**src/rtl/mycpu_pkg.sv**
```systemverilog
// mycpu_pkg: definitions shared by the fetch stage and its FIFO.
//   - instruction field bit positions (cond, op, funct, rd)
//   - fetch FSM state encoding
//   - default reset PC
package mycpu_pkg;

  localparam int COND_HI  = 31;
  localparam int COND_LO  = 28;
  localparam int OP_HI    = 27;
  localparam int OP_LO    = 26;
  localparam int FUNCT_HI = 25;
  localparam int FUNCT_LO = 20;
  localparam int RD_HI    = 15;
  localparam int RD_LO    = 12;

  localparam logic [31:0] RESET_PC_DEFAULT = 32'h0000_0000;

  typedef enum logic [1:0] {
    IDLE  = 2'd0,
    RUN   = 2'd1,
    DRAIN = 2'd2
  } fetch_state_e;

endpackage

```
**src/rtl/fetch_fifo.sv**
```systemverilog
// fetch_fifo: DEPTH-entry synchronous FIFO holding prefetched {word, addr} entries.
// Ports:
//   clk    in   clock, all state on posedge
//   reset  in   asynchronous active-low reset; entries load RST_VAL
//   push   in   write wdata at tail (accepted when not full, or full with pop)
//   wdata  in   entry to write
//   pop    in   remove head (ignored when empty)
//   flush  in   discard all entries; wins over push/pop
//   rdata  out  head entry (no bypass: a pushed entry appears the next cycle)
//   empty  out  no entries held
//   full   out  DEPTH entries held
//   count  out  number of entries held
module fetch_fifo
  import mycpu_pkg::*;
#(
  parameter int               DEPTH   = 2,
  parameter int               WIDTH   = 64,
  parameter logic [WIDTH-1:0] RST_VAL = '0
) (
  input  logic                   clk,
  input  logic                   reset,
  input  logic                   push,
  input  logic [WIDTH-1:0]       wdata,
  input  logic                   pop,
  input  logic                   flush,
  output logic [WIDTH-1:0]       rdata,
  output logic                   empty,
  output logic                   full,
  output logic [$clog2(DEPTH):0] count
);

  localparam int PTR_W = $clog2(DEPTH);
  localparam int CNT_W = PTR_W + 1;

  logic [WIDTH-1:0] mem [DEPTH];
  logic [PTR_W-1:0] wr_ptr;
  logic [PTR_W-1:0] rd_ptr;
  logic             do_push;
  logic             do_pop;

  assign empty   = (count == '0);
  assign full    = (count == CNT_W'(DEPTH));
  assign do_pop  = pop && !empty;
  assign do_push = push && (!full || do_pop);
  assign rdata   = mem[rd_ptr];

  // Storage is reset as well so the head (and the outputs derived from it)
  // shows a defined value straight out of reset.
  always_ff @(posedge clk or negedge reset) begin
    if (!reset) begin
      for (int i = 0; i < DEPTH; i++) begin
        mem[i] <= RST_VAL;
      end
      wr_ptr <= '0;
      rd_ptr <= '0;
      count  <= '0;
    end else if (flush) begin
      wr_ptr <= '0;
      rd_ptr <= '0;
      count  <= '0;
    end else begin
      if (do_push) begin
        mem[wr_ptr] <= wdata;
        wr_ptr      <= wr_ptr + 1'b1;
      end
      if (do_pop) begin
        rd_ptr <= rd_ptr + 1'b1;
      end
      count <= count + CNT_W'(do_push) - CNT_W'(do_pop);
    end
  end

endmodule

```
**src/rtl/fetch_unit.sv**
```systemverilog
// fetch_unit: instruction fetch stage feeding the control/decoder.
// Owns the PC, issues in-order word requests to instruction memory and buffers
// returned words in a DEPTH-entry prefetch FIFO. A redirect (pc_src) flushes the
// FIFO, reloads the PC and discards every word still in flight.
// Optional build macro: FETCH_STATS_EN adds saturating statistics counters
//   stat_fetched (words pushed), stat_dropped (words discarded),
//   stat_starve (cycles in RUN with no valid instruction).
// Ports:
//   clk          in   clock
//   reset        in   asynchronous active-low reset
//   imem_req     out  request valid, address on imem_addr
//   imem_addr    out  word-aligned fetch address
//   imem_gnt     in   request accepted (req & gnt = issue)
//   imem_rvalid  in   response valid, responses return in issue order
//   imem_rdata   in   response instruction word
//   pc_src       in   redirect request (taken branch / PC write)
//   pc_target    in   redirect address
//   dec_ready    in   head instruction consumed this cycle
//   instr_valid  out  head instruction valid
//   instr        out  head instruction word
//   op/cond/funct/rd  out  fields sliced from instr
//   pc_plus8     out  head instruction address + 8
module fetch_unit
  import mycpu_pkg::*;
#(
  parameter int                ADDR_W   = 32,
  parameter int                DEPTH    = 2,
  parameter logic [ADDR_W-1:0] RESET_PC = ADDR_W'(RESET_PC_DEFAULT)
) (
  input  logic              clk,
  input  logic              reset,
  output logic              imem_req,
  output logic [ADDR_W-1:0] imem_addr,
  input  logic              imem_gnt,
  input  logic              imem_rvalid,
  input  logic [31:0]       imem_rdata,
  input  logic              pc_src,
  input  logic [ADDR_W-1:0] pc_target,
  input  logic              dec_ready,
  output logic              instr_valid,
  output logic [31:0]       instr,
  output logic [1:0]        op,
  output logic [3:0]        cond,
  output logic [5:0]        funct,
  output logic [3:0]        rd,
  output logic [ADDR_W-1:0] pc_plus8
`ifdef FETCH_STATS_EN
  ,
  output logic [31:0]       stat_fetched,
  output logic [31:0]       stat_dropped,
  output logic [31:0]       stat_starve
`endif
);

  localparam int FCNT_W = $clog2(DEPTH) + 1;
  // One extra bit so fifo_count + outstanding never wraps in the credit check.
  localparam int CNT_W  = FCNT_W + 1;
  localparam int ENT_W  = 32 + ADDR_W;

  fetch_state_e      state;
  fetch_state_e      state_nxt;
  logic [ADDR_W-1:0] pc;
  logic [CNT_W-1:0]  outstanding;
  logic [CNT_W-1:0]  drop;
  logic [CNT_W-1:0]  out_nxt;
  logic [CNT_W-1:0]  drop_nxt;
  logic [CNT_W-1:0]  fcnt;
  logic [CNT_W-1:0]  fcnt_nxt;
  logic              req_nxt;

  logic [FCNT_W-1:0] fifo_count;
  logic              fifo_empty;
  logic              fifo_full;
  logic [ENT_W-1:0]  head;
  logic [ADDR_W-1:0] head_addr;

  logic              issue;
  logic              rv_drop;
  logic              rv_keep;
  logic              push;
  logic              pop;

  assign issue   = imem_req && imem_gnt;
  // A response first pays off the discard debt, otherwise it is a live word.
  assign rv_drop = imem_rvalid && (drop != '0);
  assign rv_keep = imem_rvalid && (drop == '0);
  // A redirect wins: same-cycle live response and pop are ignored.
  assign push    = rv_keep && !pc_src;
  assign pop     = instr_valid && dec_ready && !pc_src;
  assign fcnt    = CNT_W'(fifo_count);

  always_comb begin
    drop_nxt  = drop - CNT_W'(rv_drop);
    out_nxt   = outstanding + CNT_W'(issue) - CNT_W'(rv_keep);
    fcnt_nxt  = fcnt + CNT_W'(push) - CNT_W'(pop);
    if (pc_src) begin
      // Every word still owed by memory after this cycle (including one issued
      // now) becomes stale. A word arriving this very cycle is already retired
      // from the owed total above, so it is discarded without being counted twice.
      drop_nxt = drop_nxt + out_nxt;
      out_nxt  = '0;
      fcnt_nxt = '0;
    end

    state_nxt = state;
    case (state)
      IDLE:    state_nxt = RUN;
      RUN:     if (pc_src && (drop_nxt != '0)) state_nxt = DRAIN;
      DRAIN:   if (drop_nxt == '0) state_nxt = RUN;
      default: state_nxt = IDLE;
    endcase

    // Request is registered: it is computed from next-cycle occupancy so the
    // credit rule fifo_count + outstanding < DEPTH holds when it is presented.
    req_nxt = (state_nxt == RUN) && ((fcnt_nxt + out_nxt) < CNT_W'(DEPTH));
  end

  always_ff @(posedge clk or negedge reset) begin
    if (!reset) begin
      state       <= IDLE;
      pc          <= RESET_PC;
      outstanding <= '0;
      drop        <= '0;
      imem_req    <= 1'b0;
    end else begin
      state       <= state_nxt;
      outstanding <= out_nxt;
      drop        <= drop_nxt;
      imem_req    <= req_nxt;
      if (pc_src) begin
        pc <= pc_target;
      end else if (issue) begin
        pc <= pc + ADDR_W'(4);
      end
    end
  end

  assign imem_addr = pc;

  fetch_fifo #(
    .DEPTH   (DEPTH),
    .WIDTH   (ENT_W),
    .RST_VAL ({32'h0000_0000, RESET_PC})
  ) u_fifo (
    .clk   (clk),
    .reset (reset),
    .push  (push),
    .wdata ({imem_rdata, imem_addr_of_resp(outstanding)}),
    .pop   (pop),
    .flush (pc_src),
    .rdata (head),
    .empty (fifo_empty),
    .full  (fifo_full),
    .count (fifo_count)
  );

  // Address of the word returning now: responses are in order, so it is the
  // PC minus the number of words still owed (outstanding counts this one).
  function automatic logic [ADDR_W-1:0] imem_addr_of_resp(input logic [CNT_W-1:0] owed);
    return pc - (ADDR_W'(owed) << 2);
  endfunction

  assign instr_valid = !fifo_empty;
  assign instr       = head[ENT_W-1:ADDR_W];
  assign head_addr   = head[ADDR_W-1:0];
  assign pc_plus8    = head_addr + ADDR_W'(8);
  assign cond        = instr[COND_HI:COND_LO];
  assign op          = instr[OP_HI:OP_LO];
  assign funct       = instr[FUNCT_HI:FUNCT_LO];
  assign rd          = instr[RD_HI:RD_LO];

`ifdef FETCH_STATS_EN
  function automatic logic [31:0] sat_inc(input logic [31:0] v, input logic en);
    if (en && (v != 32'hFFFF_FFFF)) begin
      return v + 32'd1;
    end
    return v;
  endfunction

  always_ff @(posedge clk or negedge reset) begin
    if (!reset) begin
      stat_fetched <= '0;
      stat_dropped <= '0;
      stat_starve  <= '0;
    end else begin
      stat_fetched <= sat_inc(stat_fetched, push);
      stat_dropped <= sat_inc(stat_dropped, imem_rvalid && !push);
      stat_starve  <= sat_inc(stat_starve, (state == RUN) && !instr_valid);
    end
  end
`endif

  a_no_orphan_resp: assert property (@(posedge clk) disable iff (!reset)
    !(imem_rvalid && (outstanding == '0) && (drop == '0)));

  a_no_overflow: assert property (@(posedge clk) disable iff (!reset)
    push |-> (!fifo_full || pop));

endmodule

```
**config.mk**
```make
export PLATFORM = sky130hd
export DESIGN_NAME = fetch_unit
export DESIGN_NICKNAME = d
export VERILOG_FILES = /design/src/rtl/mycpu_pkg.sv /design/src/rtl/fetch_fifo.sv /design/src/rtl/fetch_unit.sv
export SDC_FILE = /design/constraint.sdc
export NUM_CORES = 1
export LEC_CHECK = 0
export ABC_AREA = 1
export CAP_MARGIN = 10
export CORE_MARGIN = 1.5
export CORE_UTILIZATION = 53
export CTS_CLUSTER_SIZE = 24
export DETAILED_ROUTE_END_ITERATION = 12
export GPL_ROUTABILITY_DRIVEN = 0
export PLACE_DENSITY = 0.81
export REMOVE_ABC_BUFFERS = 1
export SETUP_SLACK_MARGIN = 0.4
export SYNTH_ARGS = -nofsm -noshare
export SYNTH_HDL_FRONTEND = slang
export SYNTH_SLANG_ARGS = --single-unit
```
**constraint.sdc**
```tcl
create_clock -name clk -period 3.9 [get_ports clk]
set_clock_uncertainty 0.1 [all_clocks]
set_input_delay 0.585 -clock clk [delete_from_list [all_inputs] [get_ports clk]]
set_output_delay 0.585 -clock clk [all_outputs]
set_load 0.05 [all_outputs]
```
* After elaboration in Yosys (flattened, before gate mapping)
Cells that the tools add are included.
** Word-level totals
- Flip-flop bits (word level) :: 173
- Logic and storage cells :: 79
- Output and inout bits :: 114
- Input port bits :: 70
** Operators by class
- Eq/ne operators :: 4
- Add/subtract/negate cells :: 14
- Bitwise operators :: 3
- Mux-type cells :: 19
- Reductions and logical operators :: 25
- $lt $le $gt $ge :: 4
** Operators with widths (count)
- $mux 64 :: 4
- $bwmux 128 :: 1
- $demux 64 s1 :: 1
- $mux 32 :: 2
- $add 32x3->32 const B :: 1
- $add 32x4->32 const B :: 1
- $sub 32x5->32 :: 1
- $logic_and 1x1->1 :: 11
- $mux 3 :: 3
- $sub 3x1->3 :: 3
- $add 3x3->3 :: 2
- $logic_not 3->1 :: 2
- $mux 2 :: 3
- $pmux 2 s3 :: 1
- $reduce_bool 2->1 :: 3
- $reduce_bool 3->1 :: 2
- $eq 2x1->1 const B :: 2
- $eq 2x2->1 const B :: 2
- $ge 2x2->1 const B :: 2
- $logic_not 2->1 :: 2
- $mux 1 :: 4
- $not 1->2 :: 2
- $add 2x1->3 :: 1
- $add 3x1->3 :: 1
- other kinds (9) :: 12

* Longest topological paths before layout
Gate-level depths: netlist of the first run.
- Depth after elaboration :: 11
- Mapped depth :: 20
- Gate-level depth less buffers :: 20

* Hierarchy
From an unflattened synthesis of the first run, not the netlist that was laid out.
** Unflattened totals
- Cell total of the unflattened synthesis :: 1385
- Area, all modules :: 10702.8 sq um
** Modules (own cells, without submodules)
- fetch_fifo :: times used 1, area an instance 6675.2 sq um, cells an instance 811, seq. area each 3303.2 sq um
- fetch_unit :: times used 1, area an instance 4027.6 sq um, cells an instance 574, seq. area each 1026.0 sq um

* Worst setup path after synthesis of the first run
Ideal clock, no wire load.
- Path kind :: flip-flop to output port
- From :: reg u_fifo.rd_ptr
- To :: out pc_plus8[23]
- Arrival time :: 2.825 ns
- Path slack :: 0.390 ns
- Cell stages (with the launch flop) :: 14
- Buffers on the path :: 2
- Required time :: 3.215 ns
- Cell sequence :: dfrtp_1 > buf_6 > buf_6 > o21ai_2 > inv_2 > ha_1 > nand3_2 > clkinv_1 > nand3_2 > nor2_4 > nand2_2 > nor2_2 > nand2_1 > xor2_1
** Between the ends
- Cells in the longest elaborated chain, start to end :: 5
** Ends and longest elaborated chain
- from (decl) :: RTL line fetch_fifo.sv:37 : logic [PTR_W-1:0] rd_ptr;
- from (signal assigned) :: RTL line fetch_fifo.sv:67 : rd_ptr <= rd_ptr + 1'b1;
- $not 1->2 (implied by the code) :: RTL line fetch_fifo.sv:45 : assign rdata = mem[rd_ptr];
- $mux 64 (implied by the code) (3 in series) :: RTL line fetch_fifo.sv:45
- $add 32x4->32 :: RTL line fetch_unit.sv:166 : assign pc_plus8 = head_addr + ADDR_W'(8);
- to (decl) :: RTL line fetch_unit.sv:46 : output logic [ADDR_W-1:0] pc_plus8
Every way passes these cells. The select of a mux whose other input is x is not followed.

* Final worst setup path of the first run
- From :: reg u_fifo.rd_ptr
- To :: out pc_plus8[25]
Same word-level chain as after synthesis.

==> summary.md, run 1 <==
| Metric | Value |
|---|---|
| Outcome | `finished, final reports clean` |
| MaxCap Viol Count | `0` |
| WL/cell | `14.8 um` |
| Total track usage | `0.264` |
| Critical path type | `register to primary output` |
| Synth Area per Inst | `7.61 sq um` |
| Num rows | `50` |
| Layout cells sized above 1 | `0.0814` |
| N_diodes | `0` |
| Worst-Margin Slew | `0.879 ns` |
| Congestion Overflow GR | `0` |
| Initial DRC count | `569` |
| Critical Path Sink Type | `primary output` |
| Max Transition Viols Final | `0` |
| DR vias/cell | `5.24` |
| Top cells by area, synth | `dfrtp_1 (43%), nand2_1 (17%), xor2_1 (5.4%)` |
| Synth async-reset ratio | `1.00` |
| Placed cell count | `1672` |
| Worst slew margin | `0.412` |
| Number of antenna violations at the first check in global routing | `0` |
| Post-Syn Area | `10000 sq um` |
| Crit-path max cell delay | `0.57 ns` |
| Post-DRT Antenna Nets | `0` |
| Reg2Reg Depth | `18` |
| H-tree Lvls | `4` |
| Sink Count | `173` |
| CTS tree | `built` |
| Final setup TNS | `0 ns` |
| Total I/O pin count | `184` |
| Register area share after synthesis | `0.432` |
| Slowest-stage cell, CP | `dfrtp_4` |
| Residual DRC | `0` |
| DR vias | `8945` |
| Synth Register Bits | `173` |
| Yosys warns | `0` |
| Count leader, synth | `nand2_1` |
| DIE AREA | `19700 sq um` |
| Max Fclk | `286 MHz` |
| Area growth syn-to-layout | `25.3%` |
| Unique masters post-synth | `39` |
| Most frequent cells after synthesis | `nand2_1 (466), dfrtp_1 (173), inv_1 (136)` |
| First-pass iteration count of the detailed router | `7` |
| Tmin final | `3.49 ns` |
| CTS buffer count | `17` |
| Pin count of the biggest net entering global routing | `107` |
| Total power draw | `10.3 mW` |
| Clock tree buffer depth | `2` |
| Number of synthesized flops with an enable pin | `0` |
| Placed cell areas | `11900 sq um` |
| Final setup violation count | `0` |
| Power density over the cells | `821 nW/um^2` |
| Crit path max fanout | `9` |
| Setup ws final | `0.407 ns` |
| Fin nets | `1550` |
| Largest area contributor in the synthesized netlist | `dfrtp_1` |
| Unrepaired setup endpoints after global routing | `true` |
| Critical Path RT | `3.21 ns` |
| Layout Cells excl Fill | `1708` |
| Initial Util | `0.538` |
| Fillers | `1592` |
| DP HPWL | `17.5 mm` |
| Most used flip-flop cell after synthesis | `dfrtp_1` |
| Root Driver | `clkbuf_16` |
| Die Y | `141 um` |
| First-pass GRT wire length | `41.8 mm` |
| Port Buffers | `183` |
| Leak | `5.84 nW` |
| Synth Instances | `1318` |
| Die X | `141 um` |
| Final non-filler cell area | `12600 sq um` |
| Cell-by-cell trace of the critical path | `nand2_1 > o21ai_2 > inv_2 > ha_1 > nand3_2 > clkinv_1 > nand3_2 > nor2_4 > nand2_2 > nor2_4 > nand2_1 > xor2_2 > buf_12` |
| Part of the cycle the worst path needs | `0.896` |
| Min-delay worst type | `input port to asynchronous set/reset pin` |
| Final hold vios | `0` |
| VDD IR max | `366 uV` |
| Final hold slack | `0.0539 ns` |
| CORE AREA | `18600 sq um` |
| Number of global-route vias before repair | `8509` |
| Startpoint Class | `register` |
| Post-synth top area share | `0.432` |
| Setup WS pre-CTS | `0.244 ns` |
| Routed WL | `25.2 mm` |
| Reg clk slew, reported paths | `0.07 ns` |
| Core Util, Final | `0.674` |
| Critical path arrival | `2.81 ns` |
| Latest clock arrival within the worst-skew pair | `0.43 ns` |
## worst max-delay path: cells and delay by family (launching register included)
kind / cells / cell delay (ns)
and+or+nand+nor: 7 / 0.88
DFF: 1 / 0.57
buffers and inverters: 3 / 0.37
xor gates and xnor gates: 1 / 0.23
adders and majority gates: 1 / 0.21
AOI/OAI and AO/OA: 1 / 0.09
## cell usage in the layout (no fill, tap or decap), types with 6 or more instances in the layout
master and count:
nand2_1 466, dfrtp_1 172, clkdlybuf4s50_1 157, inv_1 136, o21ai_0 106, nor2_1 83
xor2_1 59, nand3_1 44, buf_4 26, o21ai_1 20, nor3_1 18, nand4_1 17
xnor2_1 17, clkbuf_16 17, ha_1 14, o221ai_1 11, buf_12 10, a21oi_1 9
nor2_4 7, o21ai_2 6, nor2_2 6
## cell families (layout without fill, tap and decap cells)
logic type | count (synthesis) | count (layout) | synth area share
adder cells (fa/ha/maj) | 19 | 19 | 0.0275
AO/OA/AOI/OAI | 163 | 163 | 0.0934
flip-flops | 173 | 173 | 0.432
AND/OR/NAND/NOR | 662 | 662 | 0.278
buffers and inverters | 219 | 375 | 0.0977
XOR/XNOR | 81 | 81 | 0.0708
multiplexers | 1 | 1 | 0.000999
## cell type report
class,count,area (sq um),area share
Clock buffer,19,433,0.0345
Clock inverter,13,164,0.0131
Inverter,144,543,0.0432
Multi-Input combinational cell,926,4760,0.379
Sequential cell,173,4330,0.345
Tap cell,234,293,0.0233
Timing Repair Buffer,199,2030,0.162
## sequential cells by signal (all words and copies together) (netlist names)
| name | flops |
|---|---|
| u_fifo.mem | 128 |
| imem_addr | 32 |
| drop | 3 |
| outstanding | 3 |
| state | 2 |
| u_fifo.count | 2 |
| imem_req | 1 |
| u_fifo.rd_ptr | 1 |
| u_fifo.wr_ptr | 1 |
## final timing paths
path,start,end,slack (ns)
worst max-delay path,u_fifo.rd_ptr$_DFFE_PN0P_,pc_plus8[25],0.41
worst min-delay path,reset,u_fifo.mem[120]$_DFFE_PN0P_,0.05
worst max register to register,drop[1]$_DFF_PN0_,imem_req$_DFF_PN0_,0.73
worst min register to register,u_fifo.mem[53]$_DFFE_PN0P_,u_fifo.mem[53]$_DFFE_PN0P_,0.37
max in group asynchronous,reset,u_fifo.mem[80]$_DFFE_PN0P_,2.66
min in group clk,u_fifo.mem[53]$_DFFE_PN0P_,u_fifo.mem[53]$_DFFE_PN0P_,0.37
## timing repair
action | 4_1_cts | 5_1_grt
endpoints found under the hold margin | 0 | 0
setup buffers | 4 | 0
pin swaps | 0 | 1
hold buffers | 0 | 0
gates resized for setup | 3 | 11
endpoints found under the setup margin | 17 | 17
## routing by layer
metal	GRT usage	vias to the layer above	wire length, um
met4	0.0811	0	447
met1	0.368	4163	11300
met2	0.428	336	11800
li1	-	4406	-
met3	0.0417	40	1660
met5	0	-	0
## report_power, final
group / switching, mW / internal (mW)
clock network: 0.729 / 1.01
logic: 3.85 / 1.83
registers: 0.395 / 2.49
total: 4.97 / 5.33
(Power assumes the default switching activity.)
==> inputs of run 2 (changes only) <==
==> constraint.sdc (replaced) <==
create_clock -name clk -period 3.9 [get_ports clk]
set_clock_uncertainty 0.1 [all_clocks]
set_input_delay 0.78 -clock clk [delete_from_list [all_inputs] [get_ports clk]]
set_output_delay 0.78 -clock clk [all_outputs]
set_load 0.05 [all_outputs]
==> run 2 against run 1 <==
Against the previous run: clock power up 5%; first-iteration DRC count down 22%; clock-buffer cell count unchanged; maximum frequency down 1.1%; global-route usage about the same; register-to-register slack better by 0.03 ns; sequential share of layout area down 1.4 points; critical path type unchanged.
==> summary.md, run 2 (synthesis results as in run 1) <==
| Metric | Value |
|---|---|
| Die Y | `141 um (unchanged)` |
| WL/cell | `14.9 um (+0.99%)` |
| Total track usage | `0.264 (about the same)` |
| Setup ws final | `0.368 ns (-0.0386 ns)` |
| Layout Cells excl Fill | `1721 (+0.76%)` |
| Clock tree buffer depth | `2 (unchanged)` |
| Max reg flops | `128 (unchanged)` |
| CTS tree | `built` |
| CORE AREA | `18600 sq um (unchanged)` |
| DR vias/cell | `5.29 (+1.0%)` |
| First-pass iteration count of the detailed router | `6 (-1)` |
| Setup WS pre-CTS | `0.122 ns (-0.123 ns)` |
| Number of antenna violations at the first check in global routing | `0 (unchanged)` |
| Final setup violation count | `0 (unchanged)` |
| Internal power | `5.56 mW (+4.2%)` |
| Commonest non-fill, non-tap cell in the layout | `nand2_1` |
| Total power draw | `10.6 mW (+3.3%)` |
| Num rows | `50 (unchanged)` |
| Critical path type | `register to primary output` |
| DIE AREA | `19700 sq um (unchanged)` |
| Leak | `6.27 nW (+7.3%)` |
| Slowest-stage cell, CP | `dfrtp_4` |
| Area growth syn-to-layout | `30.5%` |
| Most frequent cells in the layout | `nand2_1 (460), dfrtp_1 (172), inv_1 (136)` |
| Final hold vios | `0 (unchanged)` |
| Busiest grt layer | `met2` |
| GRT met2 Usage | `0.439 (+0.0112)` |
| N_diodes | `0 (unchanged)` |
| Placed cell areas | `12000 sq um (+1.2%)` |
| DP HPWL | `17.4 mm (-0.71%)` |
| MaxCap Viol Count | `0 (unchanged)` |
| Max Transition Viols Final | `0 (unchanged)` |
| Biggest register | `u_fifo.mem` |
| Part of the cycle the worst path needs | `0.906 (+0.00990)` |
| Final hold slack | `0.282 ns (+0.228 ns)` |
| DR vias | `9104 (+1.8%)` |
| CTS buffer count | `17 (unchanged)` |
| Met3 Resource Use GR | `0.0407 (-0.00103)` |
| Reg clk slew, reported paths | `0.06 ns (about the same)` |
| Port Buffers | `183 (unchanged)` |
| Root Driver | `clkbuf_16` |
| Reg power frac | `0.270 (-0.010)` |
| Routed WL | `25.6 mm (+1.8%)` |
| Layout cells sized above 1 | `0.110 (+0.0282)` |
| Combinational group share of total power | `0.559 (+0.008)` |
| Final non-filler cell area | `13100 sq um (+4.1%)` |
| Min-delay worst type | `input port to asynchronous set/reset pin` |
| Latest clock arrival within the worst-skew pair | `0.43 ns (about the same)` |
| Crit path max fanout | `28 (+19)` |
| Sw Share | `0.478 (-0.00444)` |
| Initial Util | `0.538 (unchanged)` |
| Power density over the cells | `814 nW/um^2 (-0.79%)` |
| Sw power | `5.09 mW (+2.4%)` |
| Sink Count | `173 (unchanged)` |
| Startpoint Class | `register` |
| Initial DRC count | `442 (-22%)` |
| Outcome | `finished, final reports clean` |
| Unrepaired setup endpoints after global routing | `true` |
| Critical path arrival | `2.65 ns (-0.16 ns)` |
| Max Fclk | `283 MHz (-1.1%)` |
| Fin nets | `1563 (+0.84%)` |
| Congestion Overflow GR | `0 (unchanged)` |
| Tmin final | `3.53 ns (+0.0386 ns)` |
| Final setup TNS | `0 ns (unchanged)` |
| VDD IR max | `440 uV (+20%)` |
| Met1 GRT Util | `0.356 (-0.0122)` |
| Worst-Margin Slew | `0.900 ns (+0.0214 ns)` |
| Clock network fraction of design power | `0.171 (+0.002)` |
| Post-DRT Antenna Nets | `0 (unchanged)` |
| Residual DRC | `0 (unchanged)` |
| Die X | `141 um (unchanged)` |
| Cell-by-cell trace of the critical path | `buf_12 > nand2_1 > o21ai_1 > or2_1 > nor2_1 > nand4_1 > nor2_1 > nand2_1 > xnor2_2 > buf_12` |
| Total I/O pin count | `184 (unchanged)` |
| Crit-path max cell delay | `0.53 ns (-0.04 ns)` |
| First-pass GRT wire length | `42.0 mm (+0.50%)` |
| Core Util, Final | `0.701 (+0.0278)` |
| Placed cell count | `1675 (+0.18%)` |
| H-tree Lvls | `4 (unchanged)` |
| Pin count of the biggest net entering global routing | `83 (-22%)` |
| Number of global-route vias before repair | `8718 (+2.5%)` |
| Critical Path Sink Type | `primary output` |
| Critical Path RT | `3.02 ns (-0.19 ns)` |
| Worst slew margin | `0.398 (-0.0143)` |
run 2: changes by cell type in the layout (fill, tap and decap cells not counted), sizes merged:
cell,change
dlymetal6s2s,+18
dlygate4sd2,+17
inv,-2
buf,+17
clkdlybuf4s50,-39
clkinv,+1
bufinv,+1
run 2: routing by layer:
metal | vias up | wire, um
met2 | 386 | 12200
met4 | 0 | 566
met3 | 47 | 1720
li1 | 4416 | -
met1 | 4255 | 11200
met5 | - | 0
run 2: timing repair:
item	in CTS	in global routing
endpoints found under the hold margin	0	0
hold buffers	0	0
endpoints found under the setup margin	59	37
setup buffers	8	5
gates cloned	0	1
gates resized for setup	42	46
pin swaps	6	12
run 2: cell type report:
class | instances | area, sq um
Fill cell | 1475 | 5570
Multi-Input combinational cell | 926 | 4960
Sequential cell | 173 | 4330
Timing Repair Buffer | 212 | 2320
Inverter | 144 | 543
Clock buffer | 19 | 443
Tap cell | 234 | 293
Clock inverter | 13 | 189
run 2: final timing paths:
| check | cells after the start | endpoint | slack, ns | start |
|---|---|---|---|---|
| setup / recovery | 10 | pc_plus8[30] | 0.37 | u_fifo.rd_ptr$_DFFE_PN0P_ |
| hold / removal | 1 | u_fifo.mem[120]$_DFFE_PN0P_ | 0.28 | reset |
| setup reg to reg | 19 | state[1]$_DFF_PN0_ | 0.76 | drop[2]$_DFF_PN0_ |
| hold reg to reg | 2 | u_fifo.mem[52]$_DFFE_PN0P_ | 0.37 | u_fifo.mem[52]$_DFFE_PN0P_ |
| max in group asynchronous | 2 | u_fifo.mem[13]$_DFFE_PN0P_ | 2.61 | reset |
| min in group clk | 2 | u_fifo.mem[52]$_DFFE_PN0P_ | 0.37 | u_fifo.mem[52]$_DFFE_PN0P_ |
run 2: power groups by stage:
| stage | logic (mW) | registers [mW] | clock network [mW] |
|---|---|---|---|
| after floorplan | 3.59 | 3.05 | 0 |
| after global placement | 5.67 | 2.88 | 0 |
| after detailed placement | 5.77 | 2.91 | 0 |
| after CTS | 5.86 | 2.86 | 1.84 |
| after global routing | 6.35 | 2.95 | 1.93 |
| final | 5.95 | 2.88 | 1.82 |
run 2: critical path, delay by kind of cell, from the launching register on:
kind | cells | cell delay (ns)
xor+xnor | 1 | 0.22
buf+inv | 2 | 0.36
simple gates | 6 | 0.90
compound gates | 1 | 0.18
flops | 1 | 0.53
==> inputs of run 3 (changes only) <==
--- a/config.mk
+++ b/config.mk
@@ -6,12 +6,12 @@
 export NUM_CORES = 1
 export LEC_CHECK = 0
 export ABC_AREA = 1
-export CAP_MARGIN = 10
 export CORE_MARGIN = 1.5
 export CORE_UTILIZATION = 53
 export CTS_CLUSTER_SIZE = 24
 export DETAILED_ROUTE_END_ITERATION = 12
 export GPL_ROUTABILITY_DRIVEN = 0
+export HOLD_SLACK_MARGIN = 0.12
 export PLACE_DENSITY = 0.81
 export REMOVE_ABC_BUFFERS = 1
 export SETUP_SLACK_MARGIN = 0.4
==> results of run 3 <==
No change in the layout: final DEF, timing and power equal those of run 2.
==> edit (config.mk and constraints of run 2) <==
The option `FETCH_STATS_EN` is turned on by a define.
--- a/src/rtl/fetch_unit.sv
+++ b/src/rtl/fetch_unit.sv
@@ -20,6 +20,8 @@
 //   instr        out  head instruction word
 //   op/cond/funct/rd  out  fields sliced from instr
 //   pc_plus8     out  head instruction address + 8
+`define FETCH_STATS_EN
+
 module fetch_unit
   import mycpu_pkg::*;
 #(
Function (old outputs only; new: stat_dropped, stat_fetched and stat_starve): no difference found for any inputs over 4 cycles, from zero or initial values and one cycle with reset low; that may be too few to reach the edited logic, so the function may still have changed.
==> edit against run 2 <==
Clock power increased by 65%; total power increased by 36%; design area increased by 53%; sequential share of layout area increased by 0.54 points; sequential cell count increased by 96; combinational power increased by 21%; worst setup slack got worse by 0.11 ns; area after synthesis increased by 52%; global-route usage increased by 2.4 points; routed wire length increased by 69%; critical endpoint is now pc_plus8[22]; largest cell class unchanged; largest power group unchanged; highest routed layer is now met5.
==> edit: results (changes against run 2) <==
* Internal reg-to-reg setup slack at 0.72 ns (-0.04 ns)
* Biggest cell delay along the critical path at 0.49 ns (-0.04 ns)
* Later-pin clock latency in the skew report at 0.51 ns (+0.08 ns)
* Data arrival time of the critical path at 2.76 ns (+0.11 ns)
* Instance area after placement at 18400 µm² (+53%)
* Post-DR vias/cell at 5.45 (+3.0%)
* Synthesized area per cell at 7.68 µm² (+0.96%)
* Antenna violations before repair at 7 (+7)
* Number of buffers inserted during clock tree synthesis at 34 (+17)
* DP HPWL at 29500 µm (+70%)
* Fill cell instance count of the final layout at 2099 (+42%)
* Number of distinct library cell variants in the gate-level netlist after synthesis at 41 (+5.1%)
* Depth of the worst register-to-register path at 18 (-1)
* Number of H-tree levels at 2 (-2)
* Part of the Yosys area used for sequential elements at 0.442 (+0.0104)
* Routed length per instance at 16.3 µm (+9.7%)
* Number of placed cells counting well taps at 2571 (+53%)
* Worst Setup Slack post-DPL at 0.0585 ns (-0.0631 ns)
* Outcome: finished, final reports clean
* Top metal layer carrying routed signals: met5
* Clock Path Buffers at 3 (+1)
* Leakage power figure at 9.04 nW (+44%)
* Wire length on met2 at 21200 µm (+74%)
* Maximum ir drop on the vdd rail at 0.548 mV (+24%)
* Pin count of the biggest net entering global routing at 93 (+12%)
* Fraction of final layout cells with drive strength greater than 1 at 0.0972 (-0.0124)
-- edit: cell type report --
cell class                      count  area (µm²)  area share
Antenna cell                        3        7.51    0.000375
Clock buffer                       48        1020      0.0509
Clock inverter                     11        62.6     0.00313
Inverter                          202         761      0.0380
Multi-Input combinational cell   1423        7570       0.379
Sequential cell                   269        6740       0.337
Tap cell                          378         473      0.0236
Timing Repair Buffer              321        3370       0.169
-- edit: kinds of logic after synthesis --
family | count (synthesis) | share of synthesized area
AO/OA/AOI/OAI | 193 | 0.0695
XOR/XNOR | 168 | 0.0967
adder cells (fa/ha/maj) | 22 | 0.0206
buffers and inverters | 290 | 0.0814
flip-flops | 269 | 0.442
multiplexers | 1 | 0.000658
AND/OR/NAND/NOR | 1039 | 0.289
-- edit: metal layers --
metal	vias up	GRT usage
met4	8	0.107
li1	6816	-
met5	-	0
met2	655	0.498
met1	6869	0.356
met3	125	0.0597
-- edit: how the worst max path moves through the flow --
stage                                    from                 end  slack, ns  cells after the start
floorplan           u_fifo.rd_ptr$_DFFE_PN0P_        pc_plus8[27]      -1.82                      9
global placement                  imem_rvalid  state[1]$_DFF_PN0_       0.16                     20
detailed placement                imem_rvalid  state[1]$_DFF_PN0_       0.06                     18
CTS                 u_fifo.rd_ptr$_DFFE_PN0P_        pc_plus8[30]       0.21                     10
global route        u_fifo.rd_ptr$_DFFE_PN0P_        pc_plus8[22]       0.16                     12
finish              u_fifo.rd_ptr$_DFFE_PN0P_        pc_plus8[22]       0.26                     12
-- edit: repair_timing --
action                                  in CTS  in global routing
pin swaps                                    5                 21
buffers inserted                             9                 13
hold buffers                                 0                  0
resized for setup                           45                 39
endpoints found under the setup margin      64                 25
-- edit: power breakdown --
part	switching [W]	internal, W
sequential	0.000609	0.00361
clock	0.00118	0.00182
combinational	0.00482	0.00240
